==> src/rtl/tlb_op_controller_pkg.sv <==
// Shared TLB types (package tlb_params): tlb port payloads, op encoding,
// EntryLo layout and the sequencer state encoding.
package tlb_params;

    typedef struct packed {
        logic [18:0] vpn2;
        logic [7:0]  asid;
        logic        is_global;
        logic [19:0] pfn0;
        logic [2:0]  c0;
        logic        d0;
        logic        v0;
        logic [19:0] pfn1;
        logic [2:0]  c1;
        logic        d1;
        logic        v1;
    } tlb_request_t;

    typedef struct packed {
        logic [18:0] vpn2;
        logic        odd_page;
        logic [7:0]  asid;
    } search_request_t;

    typedef struct packed {
        logic       found;
        logic [7:0] index;
    } search_result_t;

    typedef enum logic [1:0] {
        OP_TLBP  = 2'd0,
        OP_TLBR  = 2'd1,
        OP_TLBWI = 2'd2,
        OP_TLBWR = 2'd3
    } tlb_op_e;

    typedef struct packed {
        logic [19:0] pfn;
        logic [2:0]  c;
        logic        d;
        logic        v;
        logic        g;
    } entry_lo_t;

    typedef enum logic [1:0] {
        ST_IDLE,
        ST_ISSUE,
        ST_RESP
    } ctrl_state_e;

endpackage

==> src/rtl/tlb_op_controller_if.sv <==
// CP0 op handshake plus tlb search/read/write ports of the TLB op sequencer.
// master = sequencer side, slave = CP0 register file and tlb side.
interface tlb_op_controller_if import tlb_params::*; #(parameter int unsigned TLB_NUM = 16);

    localparam int unsigned IW = $clog2(TLB_NUM);

    logic            op_valid;
    logic            op_ready;
    logic [1:0]      op_type;
    logic [IW-1:0]   in_index;
    logic [18:0]     in_vpn2;
    logic [7:0]      in_asid;
    entry_lo_t       in_lo0;
    entry_lo_t       in_lo1;
    logic [IW-1:0]   in_wired;
    logic            wired_we;
    logic            done;
    logic            probe_miss;
    logic [IW-1:0]   out_index;
    logic [18:0]     out_vpn2;
    logic [7:0]      out_asid;
    entry_lo_t       out_lo0;
    entry_lo_t       out_lo1;
    logic [IW-1:0]   random;
    logic [18:0]     s_vpn2;
    logic [7:0]      s_asid;
    logic            s_odd_page;
    logic            s_found;
    logic [IW-1:0]   s_index;
    logic            we;
    logic [IW-1:0]   w_index;
    tlb_request_t    w_entry;
    logic [IW-1:0]   r_index;
    tlb_request_t    r_entry;

    modport master (
        input  op_valid, op_type, in_index, in_vpn2, in_asid, in_lo0, in_lo1,
               in_wired, wired_we, s_found, s_index, r_entry,
        output op_ready, done, probe_miss, out_index, out_vpn2, out_asid,
               out_lo0, out_lo1, random, s_vpn2, s_asid, s_odd_page,
               we, w_index, w_entry, r_index
    );

    modport slave (
        output op_valid, op_type, in_index, in_vpn2, in_asid, in_lo0, in_lo1,
               in_wired, wired_we, s_found, s_index, r_entry,
        input  op_ready, done, probe_miss, out_index, out_vpn2, out_asid,
               out_lo0, out_lo1, random, s_vpn2, s_asid, s_odd_page,
               we, w_index, w_entry, r_index
    );

endinterface

==> src/rtl/tlb_op_controller_random_counter.sv <==
// CP0 Random register: counts down every cycle, reloads to TLB_NUM-1 on reset,
// Wired write, or reaching Wired. Only instantiated when TLB_RANDOM_EN is defined.
module tlb_random_counter #(
    parameter int unsigned TLB_NUM = 16
) (
    input  logic                       clock,
    input  logic                       reset,
    input  logic                       wired_we,
    input  logic [$clog2(TLB_NUM)-1:0] wired,
    output logic [$clog2(TLB_NUM)-1:0] random
);

    localparam int unsigned IW = $clog2(TLB_NUM);
    localparam logic [IW-1:0] TOP = IW'(TLB_NUM - 1);
    localparam logic [IW-1:0] ONE = IW'(1);

    // wired >= TOP pins the counter at TOP so it never runs below Wired
    always_ff @(posedge clock) begin
        if (reset || wired_we) begin
            random <= TOP;
        end else if (random == wired || wired >= TOP) begin
            random <= TOP;
        end else begin
            random <= random - ONE;
        end
    end

endmodule

==> src/rtl/tlb_op_controller.sv <==
// Sequencer for TLBP/TLBR/TLBWI/TLBWR: IDLE -> ISSUE -> RESP with a done pulse.
// Define TLB_RANDOM_EN to enable the Random counter and random-indexed TLBWR.
module tlb_op_controller import tlb_params::*; #(
    parameter int unsigned TLB_NUM = 16
) (
    input logic                  clock,
    input logic                  reset,
    tlb_op_controller_if.master  bus
);

    localparam int unsigned IW = $clog2(TLB_NUM);

    ctrl_state_e   state;
    tlb_op_e       op_q;
    tlb_op_e       op_in;
    logic [IW-1:0] idx_q;
    logic [IW-1:0] widx_q;
    logic [18:0]   vpn2_q;
    logic [7:0]    asid_q;
    entry_lo_t     lo0_q;
    entry_lo_t     lo1_q;
    logic          we_q;
    logic          done_q;
    logic          miss_q;
    logic [IW-1:0] oidx_q;
    logic [18:0]   ovpn2_q;
    logic [7:0]    oasid_q;
    entry_lo_t     olo0_q;
    entry_lo_t     olo1_q;
    logic [IW-1:0] random_q;
    logic [IW-1:0] wr_index;

    assign op_in = tlb_op_e'(bus.op_type);

`ifdef TLB_RANDOM_EN
    tlb_random_counter #(.TLB_NUM(TLB_NUM)) u_random (
        .clock    (clock),
        .reset    (reset),
        .wired_we (bus.wired_we),
        .wired    (bus.in_wired),
        .random   (random_q)
    );
    assign wr_index = (op_in == OP_TLBWR) ? random_q : bus.in_index;
`else
    logic unused_wired;
    assign unused_wired = ^{bus.in_wired, bus.wired_we};
    assign random_q     = '0;
    assign wr_index     = bus.in_index;
`endif

    always_ff @(posedge clock) begin
        if (reset) begin
            state   <= ST_IDLE;
            op_q    <= OP_TLBP;
            idx_q   <= '0;
            widx_q  <= '0;
            vpn2_q  <= '0;
            asid_q  <= '0;
            lo0_q   <= '0;
            lo1_q   <= '0;
            we_q    <= 1'b0;
            done_q  <= 1'b0;
            miss_q  <= 1'b0;
            oidx_q  <= '0;
            ovpn2_q <= '0;
            oasid_q <= '0;
            olo0_q  <= '0;
            olo1_q  <= '0;
        end else begin
            case (state)
                ST_IDLE: begin
                    if (bus.op_valid) begin
                        op_q   <= op_in;
                        idx_q  <= bus.in_index;
                        widx_q <= wr_index;
                        vpn2_q <= bus.in_vpn2;
                        asid_q <= bus.in_asid;
                        lo0_q  <= bus.in_lo0;
                        lo1_q  <= bus.in_lo1;
                        we_q   <= (op_in == OP_TLBWI) || (op_in == OP_TLBWR);
                        state  <= ST_ISSUE;
                    end
                end
                ST_ISSUE: begin
                    we_q   <= 1'b0;
                    done_q <= 1'b1;
                    state  <= ST_RESP;
                    // a probe miss keeps the previous Index value
                    if (op_q == OP_TLBP) begin
                        miss_q <= !bus.s_found;
                        if (bus.s_found) oidx_q <= bus.s_index;
                    end else if (op_q == OP_TLBR) begin
                        ovpn2_q <= bus.r_entry.vpn2;
                        oasid_q <= bus.r_entry.asid;
                        olo0_q  <= '{pfn: bus.r_entry.pfn0, c: bus.r_entry.c0, d: bus.r_entry.d0,
                                     v: bus.r_entry.v0, g: bus.r_entry.is_global};
                        olo1_q  <= '{pfn: bus.r_entry.pfn1, c: bus.r_entry.c1, d: bus.r_entry.d1,
                                     v: bus.r_entry.v1, g: bus.r_entry.is_global};
                    end
                end
                default: begin
                    done_q <= 1'b0;
                    state  <= ST_IDLE;
                end
            endcase
        end
    end

    assign bus.op_ready   = (state == ST_IDLE);
    assign bus.done       = done_q;
    assign bus.probe_miss = miss_q;
    assign bus.out_index  = oidx_q;
    assign bus.out_vpn2   = ovpn2_q;
    assign bus.out_asid   = oasid_q;
    assign bus.out_lo0    = olo0_q;
    assign bus.out_lo1    = olo1_q;
    assign bus.random     = random_q;
    assign bus.s_vpn2     = vpn2_q;
    assign bus.s_asid     = asid_q;
    assign bus.s_odd_page = 1'b0;
    assign bus.r_index    = idx_q;
    assign bus.we         = we_q;
    assign bus.w_index    = widx_q;
    assign bus.w_entry    = '{vpn2: vpn2_q, asid: asid_q, is_global: lo0_q.g & lo1_q.g,
                              pfn0: lo0_q.pfn, c0: lo0_q.c, d0: lo0_q.d, v0: lo0_q.v,
                              pfn1: lo1_q.pfn, c1: lo1_q.c, d1: lo1_q.d, v1: lo1_q.v};

endmodule
==> src/flat_wrapper.sv <==
// flat-port wrapper written by rule: the top's interface ports become plain ports
module tlb_op_controller_flat import tlb_params::*;
#(
    parameter int unsigned TLB_NUM = 16
)
  (clock, reset, bus_op_valid, bus_op_type, bus_in_index, bus_in_vpn2, bus_in_asid, bus_in_lo0, bus_in_lo1, bus_in_wired, bus_wired_we, bus_s_found, bus_s_index, bus_r_entry, bus_op_ready, bus_done, bus_probe_miss, bus_out_index, bus_out_vpn2, bus_out_asid, bus_out_lo0, bus_out_lo1, bus_random, bus_s_vpn2, bus_s_asid, bus_s_odd_page, bus_we, bus_w_index, bus_w_entry, bus_r_index);
  tlb_op_controller_if #(.TLB_NUM(TLB_NUM)) bus_i ();
  input logic clock;
  input logic reset;
  input wire logic [$bits(bus_i.op_valid)-1:0] bus_op_valid;
  input wire logic [$bits(bus_i.op_type)-1:0] bus_op_type;
  input wire logic [$bits(bus_i.in_index)-1:0] bus_in_index;
  input wire logic [$bits(bus_i.in_vpn2)-1:0] bus_in_vpn2;
  input wire logic [$bits(bus_i.in_asid)-1:0] bus_in_asid;
  input wire logic [$bits(bus_i.in_lo0)-1:0] bus_in_lo0;
  input wire logic [$bits(bus_i.in_lo1)-1:0] bus_in_lo1;
  input wire logic [$bits(bus_i.in_wired)-1:0] bus_in_wired;
  input wire logic [$bits(bus_i.wired_we)-1:0] bus_wired_we;
  input wire logic [$bits(bus_i.s_found)-1:0] bus_s_found;
  input wire logic [$bits(bus_i.s_index)-1:0] bus_s_index;
  input wire logic [$bits(bus_i.r_entry)-1:0] bus_r_entry;
  output wire logic [$bits(bus_i.op_ready)-1:0] bus_op_ready;
  output wire logic [$bits(bus_i.done)-1:0] bus_done;
  output wire logic [$bits(bus_i.probe_miss)-1:0] bus_probe_miss;
  output wire logic [$bits(bus_i.out_index)-1:0] bus_out_index;
  output wire logic [$bits(bus_i.out_vpn2)-1:0] bus_out_vpn2;
  output wire logic [$bits(bus_i.out_asid)-1:0] bus_out_asid;
  output wire logic [$bits(bus_i.out_lo0)-1:0] bus_out_lo0;
  output wire logic [$bits(bus_i.out_lo1)-1:0] bus_out_lo1;
  output wire logic [$bits(bus_i.random)-1:0] bus_random;
  output wire logic [$bits(bus_i.s_vpn2)-1:0] bus_s_vpn2;
  output wire logic [$bits(bus_i.s_asid)-1:0] bus_s_asid;
  output wire logic [$bits(bus_i.s_odd_page)-1:0] bus_s_odd_page;
  output wire logic [$bits(bus_i.we)-1:0] bus_we;
  output wire logic [$bits(bus_i.w_index)-1:0] bus_w_index;
  output wire logic [$bits(bus_i.w_entry)-1:0] bus_w_entry;
  output wire logic [$bits(bus_i.r_index)-1:0] bus_r_index;
  assign bus_i.op_valid = bus_op_valid;
  assign bus_i.op_type = bus_op_type;
  assign bus_i.in_index = bus_in_index;
  assign bus_i.in_vpn2 = bus_in_vpn2;
  assign bus_i.in_asid = bus_in_asid;
  assign bus_i.in_lo0 = bus_in_lo0;
  assign bus_i.in_lo1 = bus_in_lo1;
  assign bus_i.in_wired = bus_in_wired;
  assign bus_i.wired_we = bus_wired_we;
  assign bus_i.s_found = bus_s_found;
  assign bus_i.s_index = bus_s_index;
  assign bus_i.r_entry = bus_r_entry;
  assign bus_op_ready = bus_i.op_ready;
  assign bus_done = bus_i.done;
  assign bus_probe_miss = bus_i.probe_miss;
  assign bus_out_index = bus_i.out_index;
  assign bus_out_vpn2 = bus_i.out_vpn2;
  assign bus_out_asid = bus_i.out_asid;
  assign bus_out_lo0 = bus_i.out_lo0;
  assign bus_out_lo1 = bus_i.out_lo1;
  assign bus_random = bus_i.random;
  assign bus_s_vpn2 = bus_i.s_vpn2;
  assign bus_s_asid = bus_i.s_asid;
  assign bus_s_odd_page = bus_i.s_odd_page;
  assign bus_we = bus_i.we;
  assign bus_w_index = bus_i.w_index;
  assign bus_w_entry = bus_i.w_entry;
  assign bus_r_index = bus_i.r_index;
  tlb_op_controller #(.TLB_NUM(TLB_NUM)) u_core (.clock(clock), .reset(reset), .bus(bus_i));
endmodule
==> config.mk <==
export PLATFORM = sky130hd
export DESIGN_NAME = tlb_op_controller_flat
export DESIGN_NICKNAME = d
export VERILOG_FILES = /design/src/rtl/tlb_op_controller_pkg.sv /design/src/rtl/tlb_op_controller_if.sv /design/src/rtl/tlb_op_controller_random_counter.sv /design/src/rtl/tlb_op_controller.sv /design/src/flat_wrapper.sv
export SDC_FILE = /design/constraint.sdc
export NUM_CORES = 1
export LEC_CHECK = 0
export CAP_MARGIN = 20
export CORE_AREA = 2 2 150 152
export DETAILED_ROUTE_END_ITERATION = 8
export DIE_AREA = 0 0 152 154
export DONT_BUFFER_PORTS = 1
export HOLD_SLACK_MARGIN = 0.03
export PLACE_DENSITY_LB_ADDON = 0.2
export REMOVE_ABC_BUFFERS = 1
export SETUP_SLACK_MARGIN = 0.1
export SYNTH_ARGS = -nofsm -noshare
export SYNTH_HDL_FRONTEND = slang
export SYNTH_SLANG_ARGS = --single-unit
==> constraint.sdc <==
create_clock -name clock -period 2.5 [get_ports clock]
set_input_delay 0.5 -clock clock [delete_from_list [all_inputs] [get_ports clock]]
set_output_delay 0.5 -clock clock [all_outputs]
set_load 0.02 [all_outputs]
**Yosys cells after proc, flatten, opt, wreduce, memory -nomap -nowiden**

Index checks and enable logic that the tools add are counted.

- Register bits after elaboration: 172
- Bits of input ports: 176
- Output and inout port bits: 205
- Logic and storage cells: 52

- Equal/unequal tests: 5
- Mux-type cells: 5
- Bitwise gates (word level): 2
- Reductions and logical operators: 10

Operators by type and width:

| kind | count |
|---|---|
| $reduce_and A2 Y1 | 3 |
| $reduce_and A3 Y1 | 2 |
| $eq A2 B1 Y1 const B | 2 |
| $eq A2 B2 Y1 const B | 2 |
| $logic_not A2 Y1 | 2 |
| $pmux W1 S2 | 2 |
| $pmux W2 S2 | 1 |
| $mux W2 | 1 |
| $ne A2 B2 Y1 const B | 1 |
| $reduce_bool A2 Y1 | 1 |
| $and A1 B1 Y1 | 1 |
| $logic_not A1 Y1 | 1 |
| $logic_or A1 B1 Y1 | 1 |
| $mux W1 | 1 |
| $not A1 Y1 | 1 |

**Logic depth before layout (Yosys ltp)**

- Depth after elaboration: 4
- Mapped depth: 6
- Depth with buffers taken out: 3

**Least setup slack after synthesis**

OpenSTA, ideal clock, no wires.

- Path kind: input-to-reg
- From: input bus_op_valid
- To: register u_core.idx_q[0] (netlist: u_core.bus.r_index[0])
- Setup time: 0.132 ns
- Data arrival time: 1.325 ns
- Data required time: 2.368 ns
- Slack: 1.042 ns
- Cell stages on the path: 6
- Path through: or3b_1 > buf_2 > buf_6 > buf_6 > nand2_1 > a21oi_1

- Word-level cells in the longest chain between the ends: 1

RTL lines:

| element | line | text |
|---|---|---|
| start: declaration | flat_wrapper.sv:10 | `input wire logic [$bits(bus_i.op_valid)-1:0] bus_op_valid;` |
| $reduce_and A2 Y1 (no line) | -- |  |
| end signal: assignment | tlb_op_controller.sv:74 | `idx_q <= bus.in_index;` |
| end: declaration | tlb_op_controller.sv:16 | `logic [IW-1:0] idx_q;` |

No other way between the ends.
A chain may end at the register's enable or synchronous reset.

**Worst setup path in the final report**

- From: register u_core.state[0]
- To: register u_core.olo1_q (netlist bit u_core.bus.out_lo1[8])

- Word-level cells in the longest chain between the ends: 2

RTL lines:

| element | line | text |
|---|---|---|
| start: declaration | tlb_op_controller.sv:13 | `ctrl_state_e state;` |
| start signal: assignment | tlb_op_controller.sv:53 | `state <= ST_IDLE;` |
| start signal: assignment | tlb_op_controller.sv:81 | `state <= ST_ISSUE;` |
| start signal: assignment | tlb_op_controller.sv:87 | `state <= ST_RESP;` |
| $eq A2 B1 Y1 | tlb_op_controller.sv:70 | `case (state)` |
| $reduce_and A3 Y1 (no line) | -- |  |
| end signal: assignment | tlb_op_controller.sv:97 | `olo1_q <= '{pfn: bus.r_entry.pfn1, c: bus.r_entry.c1, d: bus.r_entry.d1,` |
| end: declaration | tlb_op_controller.sv:29 | `entry_lo_t olo1_q;` |

No other way between the ends.

==> summary.md <==
| Metric | Value |
|---|---|
| R2r endpoint | u_core.bus.out_lo1[8] |
| CP Data Required Time | 2.81 ns |
| Initial antenna violation count | 0 |
| CTS Sinks | 172 |
| Setup crit start kind | register |
| CTS tree | yes |
| Unrepaired setup endpoints after global routing | false |
| DP Area | 6170 um2 |
| Avg Inst Size Synth | just under 8 um2 |
| Hold slack | ~0.14 ns |
| Final Util | 31.2% |
| Number of DRC markers in iteration 0 | ~300 |
| Setup slack after layout | 0.667 ns |
| First-pass GRT wire length | 27100 um |
| Fin crit period | roughly 1.8 ns |
| Yosys warns | 0 |
| FMAX | 545 MHz |
| Root Buffer Master | clkbuf_16 |
| DR pass1 iterations | 4 |
| Die height | 154 um |
| DP HPWL | roughly 12000 um |
| Max FO, Critical Path | 40 |
| Worst Setup End Kind | register |
| Remaining global-route overflow | 0 |
| Setup TNS | 0 ns |
| Sequential group share of total power | 51.4% |
| P_leak | about 0.0023 uW |
| Routed wire per std cell | 17.7 um |
| Ant. Diodes | 0 |
| GRT Overall Usage | between 10 and 15% |
| DRT antenna net count | 0 |
| Clk_skew | around 0.014 ns |
| Largest buffer count on any clock path | 2 |
| Sequential area share after synthesis | 51.9% |
| CTS resizes | 0 |
| Fillers | 2362 |
| Clock Power Share | 44.4% |
| Final Hold Fails | 0 |
| Kind of critical path | register to register |
| Status | finished, final reports clean |
| Number of global-route vias before repair | about 4700 |
| Final Cell Area | roughly 6800 um2 |
| Syn Std Cell Area | 6630 um2 |
| R2R depth | 4 |
| Final slew viol count | 0 |
| Final-report setup violation count | 0 |
| Comb pwr share | under 10% |
| Slew margin rel. | ~55% |
| Area growth syn-to-layout | 2.00% |
| Skew-Pair Late Insertion Delay | 0.42 ns |
| Die W | 152 um |
| Reg2Reg Setup Slack | 0.67 ns |
| CORE AREA | roughly 22000 um2 |
| Reg2reg start | u_core.state[0] |
| Net Switching | 1640 uW |
| # rows | 54 |
| CP Capture Point | u_core.bus.out_lo1[8] |
| Multi-input gate area | roughly 2300 um2 |
| Sw Share | 27.0% |
| Critical Path AT | 2.14 ns |
| PortBufs | 0 |
| Via count | ~4800 |
| Num CTS Buffers | 17 |
| Full die area | 23400 um2 |
| Clk slew on worst S/H paths | around 0.080 ns |
| Max-capacitance violation count | 0 |
| Vias/cell | 4.72 |
| Setup bufs post-CTS | 0 |
| Cell Int Power | 4420 uW |
| Global placement routability congestion | 0.731 |
| Crit. Startpoint | u_core.state[0] |
| Final period util | about three quarters |
| Worst-Margin Slew | 0.673 ns |
| Pwr/cell area | 895 nW/um2 |
| Cell variety after synth | 20 |
| DP Worst Slack | roughly 0.64 ns |
| Ports | about 380 |
| Largest net degree at the start of global routing | 177 |
| Register area | 3440 um2 |
| Layout Nets | 896 |
| Fraction of layout cells with a size suffix above 1 | 5.59% |
| Worst vdd ir | 0.343 mV |
| Hold WC Path Type | input pin to register |
| Syn Inst Count | between 800 and 900 |
| CTS Hold Bufs | 0 |
| DRC errors left | 0 |
| H-tree depth | 4 |
| Flops & latches, synth | 172 |
| Starting Density | 30.6% |
| Routed wire length | 17900 um |
[worst max-delay path, cell delays in order (launching register included)]
cell and delay, ns:
dfxtp_1 0.54, nand4bb_4 0.59, buf_12 0.41, nand2_1 0.10, a21oi_1 0.06
[sequential cells by signal (all words and copies together) (netlist names)]
signal / flops
u_core.bus.s_vpn2: 19
u_core.bus.out_index: 4
u_core.bus.out_vpn2: 19
u_core.bus.out_lo0: 26
u_core.bus.probe_miss: 1
u_core.op_q: 2
u_core.bus.done: 1
u_core.lo1_q: 1
u_core.bus.out_lo1: 25
u_core.bus.w_entry: 50
u_core.lo0_q: 1
u_core.bus.r_index: 4
u_core.bus.s_asid: 8
u_core.bus.out_asid: 8
u_core.bus.we: 1
u_core.state: 2
[Yosys cell counts]
master | number | share of area (%)
a21oi_1 | 165 | 12
and2_1 | 1 | 0.094
and3_1 | 1 | 0.094
and4bb_1 | 1 | 0.19
buf_2 | 24 | 1.8
buf_4 | 91 | 10
buf_6 | 4 | 0.68
clkbuf_1 | 25 | 1.4
conb_1 | 1 | 0.057
dfxtp_1 | 172 | 52
mux2i_1 | 4 | 0.60
nand2_1 | 326 | 18
nand2b_1 | 9 | 0.85
nand3_1 | 1 | 0.075
nand4bb_1 | 1 | 0.17
nor2_1 | 5 | 0.28
nor2b_1 | 1 | 0.094
nor3_1 | 2 | 0.15
nor3b_2 | 1 | 0.19
or3b_1 | 1 | 0.13
[logic make-up after synthesis]
family / synth area share [%]
multiplexers: 0.604
AO/OA/AOI/OAI: 12.5
AND/OR/NAND/NOR: 20.8
flip-flops: 51.9
buffers and inverters: 14.2
other: 0.0565
[per-stage QoR]
stage / instances / power, uW
after global placement: 981 / 3440
after global routing: 1013 / 6320
after CTS: 1013 / 6180
final: 1013 / 6050
after detailed placement: 981 / 3440
after floorplan: 696 / 3330
[layout by cell type, fill, tap and decap left out, drive strengths merged]
master	n
a21oi	165
and2	1
and3	1
and4bb	1
buf	5
bufinv	1
clkbuf	19
clkinv	1
clkinvlp	1
conb	5
dfxtp	172
inv	10
mux2i	4
nand2	326
nand2b	9
nand3	1
nand4bb	1
nor2	5
nor2b	1
nor3	2
nor3b	1
or3b	1
[power groups by stage]
stage	clock (uW)	combinational [uW]	sequential [uW]
2_1_floorplan	0	195	3130
5_1_grt	2900	296	3120
6_report	2690	255	3110
3_5_place_dp	0	262	3180
3_3_place_gp	0	256	3180
4_1_cts	2800	261	3110
[routing by layer]
metal	track usage [%]	part of all wire, %
met1	17.2	41
met2	23.3	46
met3	7.47	12
met4	5.21	1.7
met5	0	0
[how the worst min path moves through the flow]
stage / slack, ns / endpoint / startpoint / cells past startpoint
after floorplan: 0.43 / u_core.lo0_q[0] / u_core.lo0_q[0] / 2
after global placement: 0.44 / u_core.lo1_q[0] / u_core.lo1_q[0] / 2
after detailed placement: 0.44 / u_core.lo1_q[0] / u_core.lo1_q[0] / 2
after CTS: 0.11 / u_core.bus.w_entry[49] / reset / 1
after global routing: 0.12 / u_core.bus.w_entry[49] / reset / 1
final: 0.14 / u_core.bus.w_entry[21] / reset / 1
[area by class of cell]
cell class	count	share of cell area (%)
flip-flops and latches	172	50.9
multi-input cells	524	33.8
clock buffers	19	6.70
well taps	280	5.18
clock inverters	13	2.13
repair buffers	5	1.29
No activity file was read; power rests on OpenSTA's default activity.
